## src/rtl/xlb_apfifo_in_bridge.sv

```systemverilog
// -----------------------------------------------------------------------------
// xlb_apfifo_in_bridge
//
// Upstream feeder for the HLS stream core. Turns a standard-read host-to-PL
// FIFO (read data valid one cycle after fifo_rd_en) into an ap_fifo style
// input (hls_dout / hls_empty_n / hls_read) through a 2-entry prefetch buffer.
// Sustains one word per cycle. Deasserting port_open flushes the bridge on
// the next clock edge.
//
// Ports:
//   bus_clk      in   single clock
//   bus_rst_n    in   asynchronous active-low reset
//   port_open    in   host write file open; low = synchronous flush
//   fifo_dout    in   FIFO read data, valid the cycle after fifo_rd_en
//   fifo_empty   in   FIFO empty flag
//   fifo_rd_en   out  FIFO read strobe (combinational)
//   hls_dout     out  head word presented to the HLS core (registered)
//   hls_empty_n  out  head word valid (registered)
//   hls_read     in   HLS consumes the head word this cycle
//   word_count   out  words accepted by HLS since last flush/reset
//   overflow_err out  sticky: a returned word arrived with the buffer full
// -----------------------------------------------------------------------------
module xlb_apfifo_in_bridge #(
    parameter int DW   = 32,
    parameter int CNTW = 32
) (
    input  logic            bus_clk,
    input  logic            bus_rst_n,
    input  logic            port_open,
    input  logic [DW-1:0]   fifo_dout,
    input  logic            fifo_empty,
    output logic            fifo_rd_en,
    output logic [DW-1:0]   hls_dout,
    output logic            hls_empty_n,
    input  logic            hls_read,
    output logic [CNTW-1:0] word_count,
    output logic            overflow_err
);

    logic [1:0]      cnt_r;
    logic            inflight_r;
    logic [DW-1:0]   head_r;
    logic [DW-1:0]   tail_r;
    logic            empty_n_r;
    logic [CNTW-1:0] word_count_r;
    logic            overflow_r;

    logic            pop_s;
    logic [1:0]      occ_s;
    logic [1:0]      cnt_nxt_s;
    logic [DW-1:0]   head_nxt_s;
    logic [DW-1:0]   tail_nxt_s;
    logic            ovf_set_s;

    // A read while the buffer is empty is ignored entirely.
    assign pop_s = hls_read & empty_n_r;

    // Occupancy after this cycle if nothing new is requested. cnt+inflight is
    // at most 3 and pop only happens when cnt>=1, so 2 bits never wrap.
    assign occ_s = cnt_r + {1'b0, inflight_r} - {1'b0, pop_s};

    // FIFO read strobe: only request when the returning word is guaranteed a
    // slot. Gated by reset so the strobe drops without waiting for a clock.
    always_comb begin
        if (bus_rst_n && port_open && !fifo_empty && (occ_s < 2'd2)) begin
            fifo_rd_en = 1'b1;
        end else begin
            fifo_rd_en = 1'b0;
        end
    end

    // Next buffer state from the (push = inflight, pop) combination.
    always_comb begin
        cnt_nxt_s  = cnt_r;
        head_nxt_s = head_r;
        tail_nxt_s = tail_r;
        ovf_set_s  = 1'b0;
        case (cnt_r)
            2'd0: begin
                if (inflight_r) begin
                    head_nxt_s = fifo_dout;
                    cnt_nxt_s  = 2'd1;
                end else begin
                    cnt_nxt_s  = 2'd0;
                end
            end
            2'd1: begin
                case ({inflight_r, pop_s})
                    2'b11:   head_nxt_s = fifo_dout;
                    2'b10: begin
                        tail_nxt_s = fifo_dout;
                        cnt_nxt_s  = 2'd2;
                    end
                    2'b01:   cnt_nxt_s = 2'd0;
                    default: cnt_nxt_s = 2'd1;
                endcase
            end
            2'd2: begin
                case ({inflight_r, pop_s})
                    2'b11: begin
                        head_nxt_s = tail_r;
                        tail_nxt_s = fifo_dout;
                    end
                    // Word returned with no room: dropped and flagged.
                    2'b10:   ovf_set_s = 1'b1;
                    2'b01: begin
                        head_nxt_s = tail_r;
                        cnt_nxt_s  = 2'd1;
                    end
                    default: cnt_nxt_s = 2'd2;
                endcase
            end
            default: cnt_nxt_s = 2'd0;
        endcase
    end

    // State registers; port_open low clears the datapath but keeps overflow.
    always_ff @(posedge bus_clk or negedge bus_rst_n) begin
        if (!bus_rst_n) begin
            cnt_r        <= 2'd0;
            inflight_r   <= 1'b0;
            head_r       <= {DW{1'b0}};
            tail_r       <= {DW{1'b0}};
            empty_n_r    <= 1'b0;
            word_count_r <= {CNTW{1'b0}};
            overflow_r   <= 1'b0;
        end else if (!port_open) begin
            cnt_r        <= 2'd0;
            inflight_r   <= 1'b0;
            empty_n_r    <= 1'b0;
            word_count_r <= {CNTW{1'b0}};
        end else begin
            cnt_r        <= cnt_nxt_s;
            inflight_r   <= fifo_rd_en;
            head_r       <= head_nxt_s;
            tail_r       <= tail_nxt_s;
            empty_n_r    <= (cnt_nxt_s != 2'd0);
            word_count_r <= word_count_r + {{(CNTW-1){1'b0}}, pop_s};
            overflow_r   <= overflow_r | ovf_set_s;
        end
    end

    assign hls_dout     = head_r;
    assign hls_empty_n  = empty_n_r;
    assign word_count   = word_count_r;
    assign overflow_err = overflow_r;

endmodule
```

## config.mk

```make
export PLATFORM = sky130hd
export DESIGN_NAME = xlb_apfifo_in_bridge
export DESIGN_NICKNAME = d
export VERILOG_FILES = /design/src/rtl/xlb_apfifo_in_bridge.sv
export SDC_FILE = /design/constraint.sdc
export NUM_CORES = 1
export LEC_CHECK = 0
export BUFFER_PORTS_ARGS = -buffer_cell sky130_fd_sc_hd__buf_2
export CAP_MARGIN = 10
export CORE_ASPECT_RATIO = 1.2
export CORE_MARGIN = 4
export CORE_UTILIZATION = 27
export CTS_CLUSTER_SIZE = 16
export DETAILED_ROUTE_END_ITERATION = 10
export GPL_ROUTABILITY_DRIVEN = 0
export PLACE_DENSITY_LB_ADDON = 0.1
export SETUP_SLACK_MARGIN = 0.3
export SYNTH_ARGS = -nofsm -noshare
export SYNTH_HDL_FRONTEND = slang
export SYNTH_SLANG_ARGS = --single-unit
```

## constraint.sdc

```tcl
create_clock -name bus_clk -period 7 [get_ports bus_clk]
set_clock_uncertainty 0.1 [all_clocks]
set_input_delay 1.05 -clock bus_clk [delete_from_list [all_inputs] [get_ports bus_clk]]
set_output_delay 1.05 -clock bus_clk [all_outputs]
set_load 0.005 [all_outputs]
```

==> results of run 1 <==
## sequential cells by signal (all words and copies together), names as in the netlist
signal	cells
word_count	32
cnt_r	2
hls_dout	32
overflow_err	1
tail_r	32
inflight_r	1
hls_empty_n	1
## layer usage
| layer | routed length, um | GRT usage (%) | up-vias |
|---|---|---|---|
| li1 | - | - | 1707 |
| met1 | 5180 | 15.7 | 1730 |
| met2 | 5450 | 19.1 | 85 |
| met3 | 544 | 2.27 | 13 |
| met4 | 246 | 5.50 | 0 |
| met5 | 0 | 0 | - |
## final timing paths
| check | start | to | slack, ns | depth (start not counted) |
|---|---|---|---|---|
| max | hls_read | fifo_rd_en | 3.56 | 7 |
| min | overflow_err$_DFFE_PN0P_ | overflow_err$_DFFE_PN0P_ | 0.37 | 1 |
| max reg2reg | hls_empty_n$_DFF_PN0_ | tail_r[0]$_DFFE_PN0P_ | 4.24 | 6 |
| min reg2reg | overflow_err$_DFFE_PN0P_ | overflow_err$_DFFE_PN0P_ | 0.37 | 1 |
| max in group asynchronous | bus_rst_n | hls_dout[4]$_DFFE_PN0P_ | 4.94 | 2 |
| min in group asynchronous | bus_rst_n | word_count[21]$_DFF_PN0_ | 0.58 | 1 |
## cell families after synthesis
| logic type | count (synthesis) | synth area share, % |
|---|---|---|
| adders and majority gates | 9 | 2.38 |
| AOI/OAI and AO/OA | 74 | 9.65 |
| xor gates and xnor gates | 13 | 2.41 |
| muxes | 69 | 15.5 |
| DFF | 101 | 53.4 |
| and+or+nand+nor | 124 | 13.6 |
| buffers and inverters | 37 | 3.09 |
## power by group through the flow
stage | logic, uW | registers [uW] | clock network, uW
2_1_floorplan | 150 | 799 | 0
3_3_place_gp | 268 | 805 | 0
3_5_place_dp | 274 | 807 | 0
4_1_cts | 275 | 798 | 514
5_1_grt | 302 | 815 | 538
6_report | 265 | 795 | 493
## area by class of cell
type                       count  area (sq um)  area share [%]
sequential                   101          2530            43.9
multi-input combinational    289          2080            36.1
timing repair buffer         107           548            9.52
tap                          216           270            4.69
clock buffer                  12           256            4.45
inverter                      12          45.0           0.782
clock inverter                 4          32.5           0.565
## layout by cell type (no fill, tap or decap), drive strengths merged, types with 2 or more instances in the layout
cell type    n
dfrtp      101
and2         2
o41ai        2
nor2        47
a21oi       47
xnor2       12
nand2       17
o21ai        6
mux2        33
nor3         4
or4         10
clkinv       2
inv         12
nand3       10
clkbuf      12
o311ai       2
nor4         7
nand4        8
nand2b       5
and3         3
or3          6
mux2i       36
clkinvlp     2
and4         2
ha           9
buf        107
o31ai        9
## stage by stage
| step | instance area, sq um | worst slack (ns) | total power, uW | utilization, % |
|---|---|---|---|---|
| finish | 5760 | 3.56 | 1550 | 33.8 |
| global route | 5760 | 3.44 | 1660 | 33.8 |
| CTS | 5760 | 3.52 | 1590 | 33.8 |
| detailed placement | 5470 | 3.42 | 1080 | 32.1 |
| global placement | 5470 | 3.46 | 1070 | 32.1 |
| floorplan | 4730 | 3.80 | 949 | - |
## worst reg2reg max path, stage by stage, from the launching register on
cell and delay, ns:
dfrtp_1 0.40, and2_1 0.30, ha_1 0.28, inv_1 0.10
a221oi_4 0.69, buf_4 0.41, mux2_2 0.38
==> metrics.csv, run 1 <==
metric,value,unit
status,"complete, no violations",
YS warnings,0,
Synth area leader,dfrtp_1,
post-synthesis cell area,4730,sq um
"Clk Latency, worst-skew pair",0.34,ns
CTS Sinks,101,
Buffers on Ports,103,
Die X,129,um
Critical Path Source Type,input pin,
WL/cell,15.4,um
crit path max fanout,7,
max-slew violation count,0,
critical path data required time,5.85,ns
measured slew at the worst slew-check pin,0.995,ns
"slowest stage delay, CP",0.30,ns
"Setup violations, final",0,
Synth Flop Type,dfrtp_1,
drt via density,4.77,
Mean Syn Cell Area,11.1,sq um
Final Cycle Share,49.1,%
clk root buf,clkbuf_16,
"Reg clk slew, reported paths",0.07,ns
post-synth net total,473,
core region area,17000,sq um
Cells after Synth,427,
HP Class,reg2reg,
Final HPWL DP,7690,um
GRT Residual Overflow,0,
Post-DRT Antenna Nets,0,
routed vias,3535,
share of cells above drive strength 1,31.4,%
Post-synth top cells,"101 x dfrtp_1, 47 x a21oi_1, 47 x nor2_1",
"Cell Chain, Critical Path",buf_2 > and2_1 > ha_1 > nor2_1 > xnor2_1 > nor3_1 > buf_2,
Worst Setup End Kind,output port,
most common cell in the netlist,dfrtp_1,
P_sw,420,uW
min Tclk post-route,3.44,ns
P per Cell Area,270,nW/um^2
Cell variety after synth,44,
area grow syn2layout,21.7,%
Seq cells post-synth,101,
antenna violations before repair,0,
die area,19700,sq um
Critical-path top delay cell,ha_1,
nets@finish,566,
RSZ-0062 raised after global routing,no,
drt pass-1 iters,6,
post-cts resize count,0,
clk buf depth,2,
clock power share,31.7,%
switch share,27.0,%
Async SR Flop Fraction,100,%
FMAX,291,MHz
gr usage total,12.0,%
CP bufs+invs,2,
cts bufs inserted,9,
pin count of the biggest net entering global routing,65,
register area share after synthesis,53.4,%
synth top area cells,"dfrtp_1 53%, mux2_2 7.9%, mux2i_1 7.6%",
Final Hold Fails,0,
critical path arrival,2.29,ns
DR iter-0 viols,105,
TritonCTS clock tree,yes,
die height,153,um
fill count,1751,
cell repeated most along the worst path,buf_2,
htree depth,3,
Post-Layout Cell Count,741,
Post-CTS Setup Inserts,0,
Post-CTS Hold Buffers,0,
hold slack,0.372,ns
CP top delay family,simple AND/OR/NAND/NOR gates,
io pins,104,
vias in the first global route,3682,
Routed WL,11400,um
max_cap viols,0,
CP Class,in2out,
setup TNS,0,ns
Combinational Power Share,17.1,%
number of enable flip-flop cells after synthesis,0,
global-route wire length before repair,19000,um
internal power,1130,uW
Inst Count DP,725,
Max-Slew Margin vs Limit,33.5,%
Antenna Cells,0,
Synth top area share,53.4,%
Starting Density,27.8,%
row cnt,52,
DRC Markers,0,
Pleak,0.00243,uW
Reg power frac,51.2,%
VDD IR max,0.113,mV
Note: power is estimated with default switching activity, not from simulation.
==> inputs of run 2 (changes only) <==
==> constraint.sdc (replaced) <==
create_clock -name bus_clk -period 2.9 [get_ports bus_clk]
set_clock_uncertainty 0.1 [all_clocks]
set_input_delay 0.435 -clock bus_clk [delete_from_list [all_inputs] [get_ports bus_clk]]
set_output_delay 0.435 -clock bus_clk [all_outputs]
set_load 0.005 [all_outputs]
==> metrics.csv, run 2 (synthesis results as in run 1) <==
metric,value,unit,change
WL/cell,15.7,um,+2.0%
htree depth,3,,unchanged
DR iter-0 viols,92,,-12%
final design utilization,34.2,%,+0.45 points
global-route wire length before repair,19300,um,+1.3%
clk root buf,clkbuf_16,,
Final Cycle Share,85.9,%,
max-slew violation count,0,,unchanged
FMAX,401,MHz,
"commonest non-fill, non-tap cell in the layout",buf_2,,
P per Cell Area,635,nW/um^2,+140%
nets@finish,572,,+1.1%
GRT Residual Overflow,0,,unchanged
Reg-to-Reg Start,word_count[5]$_DFF_PN0_,,
"Reg clk slew, reported paths",0.08,ns,about the same
Critical Path Source Type,flip-flop,,
CP top delay family,simple AND/OR/NAND/NOR gates,,
area grow syn2layout,23.3,%,
footprint of the multi-input gates,2100,sq um,+1.2%
CP bufs+invs,2,,unchanged
Overall Power,3710,uW,+140%
RSZ-0062 raised after global routing,no,,
drt pass-1 iters,4,,-2
Crit Reg-Reg Endpoint,word_count[25]$_DFF_PN0_,,
io pins,104,,unchanged
min Tclk post-route,2.49,ns,
Inst Count DP,731,,+0.83%
Final HPWL DP,8010,um,+4.1%
gr usage total,12.2,%,+0.13 points
clk buf depth,2,,unchanged
setup TNS,0,ns,unchanged
antenna violations before repair,0,,unchanged
pin count of the biggest net entering global routing,102,,+57%
"Cell Chain, Critical Path",and2_4 > buf_4 > ha_1 > nor2_2 > xnor2_2 > nor3_1 > buf_2,,
CTS Sinks,101,,unchanged
DRC Markers,0,,unchanged
Pleak,0.00247,uW,+1.7%
vias in the first global route,3688,,+0.16%
VDD IR max,0.236,mV,+110%
die area,19700,sq um,unchanged
core region area,17000,sq um,unchanged
die height,153,um,unchanged
Starting Density,27.8,%,unchanged
register area,2530,sq um,unchanged
Worst R2R Setup Slack,0.55,ns,-3.69 ns
critical path arrival,1.96,ns,-0.33 ns
Crit. path cell count,7,,unchanged
CP Class,reg2out,,
cells on worst reg2reg path,4,,-2
Final Hold Fails,0,,unchanged
Post-DRT Antenna Nets,0,,unchanged
Post-CTS Setup Inserts,0,,unchanged
TritonCTS clock tree,yes,,
status,"complete, no violations",,
Post-CTS Hold Buffers,0,,unchanged
share of cells above drive strength 1,33.0,%,+1.5 points
Antenna Cells,0,,unchanged
drt via density,4.76,,-0.30%
HP Class,in2async,,
measured slew at the worst slew-check pin,0.681,ns,-0.314 ns
Die X,129,um,unchanged
Routed WL,11700,um,+2.8%
"Clk Latency, worst-skew pair",0.35,ns,about the same
max_cap viols,0,,unchanged
crit path max fanout,4,,-3
"slowest stage delay, CP",0.41,ns,+0.11 ns
most frequent cells in the layout,"102 x buf_2, 101 x dfrtp_1, 47 x a21oi_1",,
Max-Slew Margin vs Limit,54.6,%,+21 points
Critical-path top delay cell,dfrtp_1,,
Buffers on Ports,103,,unchanged
cts bufs inserted,9,,unchanged
"Setup violations, final",0,,unchanged
critical path data required time,2.37,ns,-3.48 ns
Worst Setup End Kind,output port,,
row cnt,52,,unchanged
routed vias,3553,,+0.51%
Post-Layout Cell Count,747,,+0.81%
fill count,1750,,-0.057%
==> run 2: worst register-to-register path, delay by kind of cell, from the launching register on <==
kind            cells  cell delay, ns
flops               1            0.50
simple gates        3            1.53
compound gates      1            0.15
==> run 2: layout make-up <==
| cell class | instances | area share, % |
|---|---|---|
| inverter | 12 | 0.772 |
| clock inverter | 5 | 0.643 |
| sequential | 101 | 43.3 |
| timing repair buffer | 113 | 10.6 |
| tap | 216 | 4.63 |
| clock buffer | 11 | 3.99 |
| multi-input combinational | 289 | 36.1 |
==> run 2: worst max path at each step <==
| stage | slack, ns | endpoint | start |
|---|---|---|---|
| after floorplan | 0.53 | tail_r[10]$_DFFE_PN0P_ | hls_read |
| after global placement | 0.40 | word_count[18]$_DFF_PN0_ | hls_read |
| after detailed placement | 0.35 | word_count[20]$_DFF_PN0_ | hls_read |
| after CTS | 0.30 | fifo_rd_en | hls_empty_n$_DFF_PN0_ |
| after global routing | 0.33 | fifo_rd_en | inflight_r$_DFF_PN0_ |
| final | 0.41 | fifo_rd_en | hls_empty_n$_DFF_PN0_ |
==> run 2: power breakdown <==
part           total (uW)  internal (uW)  leakage (uW)  switching, uW
combinational         650            365       0.00109            285
sequential           1920           1750       0.00125            178
clock                1130            585      0.000126            547
total                3710           2700       0.00247           1010
==> run 2: what timing repair did <==
action / CTS / global route
setup endpoints to repair: 1 / 2
gates resized for setup: 0 / 6
pin swaps: 1 / 1
==> run 2: per-layer routing <==
layer | wire length, um | part of all wire [%] | track usage [%]
met5 | 0 | 0 | 0
met4 | 193 | 1.6 | 4.75
met3 | 646 | 5.5 | 2.79
met2 | 5820 | 50 | 20.4
met1 | 5070 | 43 | 15.0
==> run 2: through the flow <==
stage / hold slack [ns] / worst slack (ns) / cell area (sq um)
after floorplan: 0.0394 / 0.532 / 4730
after global placement: 0.389 / 0.402 / 5540
after detailed placement: 0.396 / 0.349 / 5540
after CTS: 0.0928 / 0.301 / 5810
after global routing: 0.120 / 0.328 / 5840
final: 0.0207 / 0.408 / 5840
==> inputs of run 3 (changes only) <==
==> constraint.sdc (replaced) <==
create_clock -name bus_clk -period 2 [get_ports bus_clk]
set_clock_uncertainty 0.1 [all_clocks]
set_input_delay 0.3 -clock bus_clk [delete_from_list [all_inputs] [get_ports bus_clk]]
set_output_delay 0.3 -clock bus_clk [all_outputs]
set_load 0.005 [all_outputs]
==> metrics.csv, run 3 (synthesis results as in run 1) <==
metric,value,unit,change
share of cells above drive strength 1,55.2,%,+22 points
Hold Crit Start,fifo_empty,,
"commonest non-fill, non-tap cell in the layout",buf_2,,
Worst Setup End Kind,output port,,
most frequent cells in the layout,"102 x buf_2, 96 x dfrtp_1, 43 x buf_4",,
final worst slack,-0.150,ns,-0.558 ns
drt pass-1 iters,6,,+2
Post-Layout Cell Count,814,,+9.0%
clock power share,30.1,%,-0.4 points
hold-critical path endpoint,inflight_r$_DFF_PN0_,,
Starting Density,27.8,%,unchanged
Overall Power,6040,uW,+63%
Buffers on Ports,103,,unchanged
RSZ-0062 raised after global routing,yes,,
CTS Sinks,101,,unchanged
Die X,129,um,unchanged
TritonCTS clock tree,yes,,
Pleak,0.00323,uW,+31%
die area,19700,sq um,unchanged
nets@finish,639,,+12%
core region area,17000,sq um,unchanged
"Setup violations, final",82,,+82
critical path startpoint,hls_empty_n$_DFF_PN0_,,
Max-Slew Margin vs Limit,58.3,%,+3.7 points
FMAX,465,MHz,
Final Cycle Share,108,%,
critical path data required time,1.60,ns,-0.77 ns
hold-critical path depth,2,,
CP Class,reg2out,,
measured slew at the worst slew-check pin,0.625,ns,-0.0560 ns
clk root buf,clkbuf_16,,
switch share,27.5,%,+0.24 points
DR iter-0 viols,167,,+82%
cells on worst reg2reg path,9,,+5
max_cap viols,0,,unchanged
setup TNS,-5.14,ns,-5.14 ns
DRC Markers,0,,unchanged
"worst slack, placed",-0.0846,ns,-0.433 ns
vias in the first global route,4380,,+19%
failing checks,setup timing,,
VDD IR max,0.379,mV,+60%
Inst Count DP,756,,+3.4%
die height,153,um,unchanged
Crit Reg-Reg Endpoint,word_count[23]$_DFF_PN0_,,
Reg-to-Reg Start,hls_empty_n$_DFF_PN0_,,
Combinational Power Share,23.1,%,+5.6 points
io pins,104,,unchanged
routed vias,3976,,+12%
P per Cell Area,818,nW/um^2,+29%
crit path max fanout,2,,-2
pin count of the biggest net entering global routing,102,,unchanged
gr usage total,14.8,%,+2.6 points
clk buf depth,2,,unchanged
area grow syn2layout,56.0,%,
P_sw,1660,uW,+65%
drt via density,4.88,,+2.7%
max-slew violation count,0,,unchanged
antenna violations before repair,0,,unchanged
HP Class,in2reg,,
Final Hold Fails,0,,unchanged
status,finished with violations,,
critical path arrival,1.75,ns,-0.21 ns
Final HPWL DP,8270,um,+3.3%
"Clk Latency, worst-skew pair",0.35,ns,about the same
Routed WL,14500,um,+24%
row cnt,52,,unchanged
GRT Residual Overflow,0,,unchanged
WL/cell,17.8,um,+13%
Reg power frac,46.8,%,-5.1 points
htree depth,3,,unchanged
min Tclk post-route,2.15,ns,
Worst R2R Setup Slack,-0.15,ns,-0.70 ns
cts bufs inserted,9,,unchanged
Antenna Cells,0,,unchanged
internal power,4380,uW,+63%
global-route wire length before repair,23000,um,+19%
Post-DRT Antenna Nets,0,,unchanged
"Reg clk slew, reported paths",0.07,ns,about the same
fill count,1630,,-6.9%
Critical Path Source Type,flip-flop,,
run 3: changes by cell type in the layout (fill, tap and decap cells not counted), moves of 8 or more:
cell     delta
buf_4      +34
buf_16      +8
nor2_1     -10
buf_12      +9
mux2_2     -32
mux2_4     +32
buf_6      +13
a21oi_1    -34
nor2_2      +8
a21oi_2    +31
run 3: metal layers:
metal | wire length, um | share of wire, % | vias up | GRT usage, %
met5 | 0 | 0 | - | 0
met2 | 7330 | 51 | 91 | 25.1
met4 | 366 | 2.5 | 0 | 6.35
li1 | - | - | 1863 | -
met1 | 6200 | 43 | 2004 | 18.2
met3 | 598 | 4.1 | 18 | 2.65
run 3: final cells by class:
class	count	area, sq um	share of cell area, %
Timing Repair Buffer	180	1470	19.9
Multi-Input combinational cell	289	2760	37.4
Inverter	12	47.5	0.644
Sequential cell	101	2530	34.3
Clock buffer	10	239	3.24
Tap cell	216	270	3.66
Clock inverter	6	61.3	0.830
run 3: worst max path at each step:
stage,to,slack (ns),cells after the start
floorplan,word_count[16]$_DFF_PN0_,-0.03,9
global placement,tail_r[10]$_DFFE_PN0P_,-0.06,7
detailed placement,hls_dout[24]$_DFFE_PN0P_,-0.08,9
CTS,fifo_rd_en,-0.20,7
global route,word_count[20]$_DFF_PN0_,-0.26,10
finish,fifo_rd_en,-0.15,7
run 3: power groups by stage:
| stage | clock, uW | combinational, uW | sequential (uW) |
|---|---|---|---|
| 6_report | 1820 | 1400 | 2830 |
| 3_3_place_gp | 0 | 1120 | 2840 |
| 3_5_place_dp | 0 | 1150 | 2830 |
| 4_1_cts | 1890 | 1370 | 2820 |
| 2_1_floorplan | 0 | 702 | 2810 |
| 5_1_grt | 1970 | 1520 | 2890 |
run 3: worst max-delay path, cell delays in order (launching register included):
cell,delay (ns)
dfrtp_1,0.39
and2_4,0.15
buf_6,0.12
ha_4,0.17
xnor2_4,0.13
xnor2_2,0.16
nor3_1,0.16
buf_2,0.14
run 3: timing repair:
item	4_1_cts	5_1_grt
setup buffers	25	6
hold buffers	1	0
pin swaps	9	12
endpoints found under the hold margin	101	0
setup endpoints to repair	89	95
gates resized for setup	83	44
gates cloned	9	1
run 3: stage by stage:
| step | utilization, % | instance area, sq um | hold WS [ns] |
|---|---|---|---|
| 6_report | 43.3 | 7380 | 0.0204 |
| 5_1_grt | 43.3 | 7380 | 0.0113 |
| 4_1_cts | 41.6 | 7090 | 0.00611 |
| 3_5_place_dp | 35.2 | 6000 | 0.346 |
| 3_3_place_gp | 35.2 | 6000 | 0.336 |
| 2_1_floorplan | - | 5100 | -0.0956 |
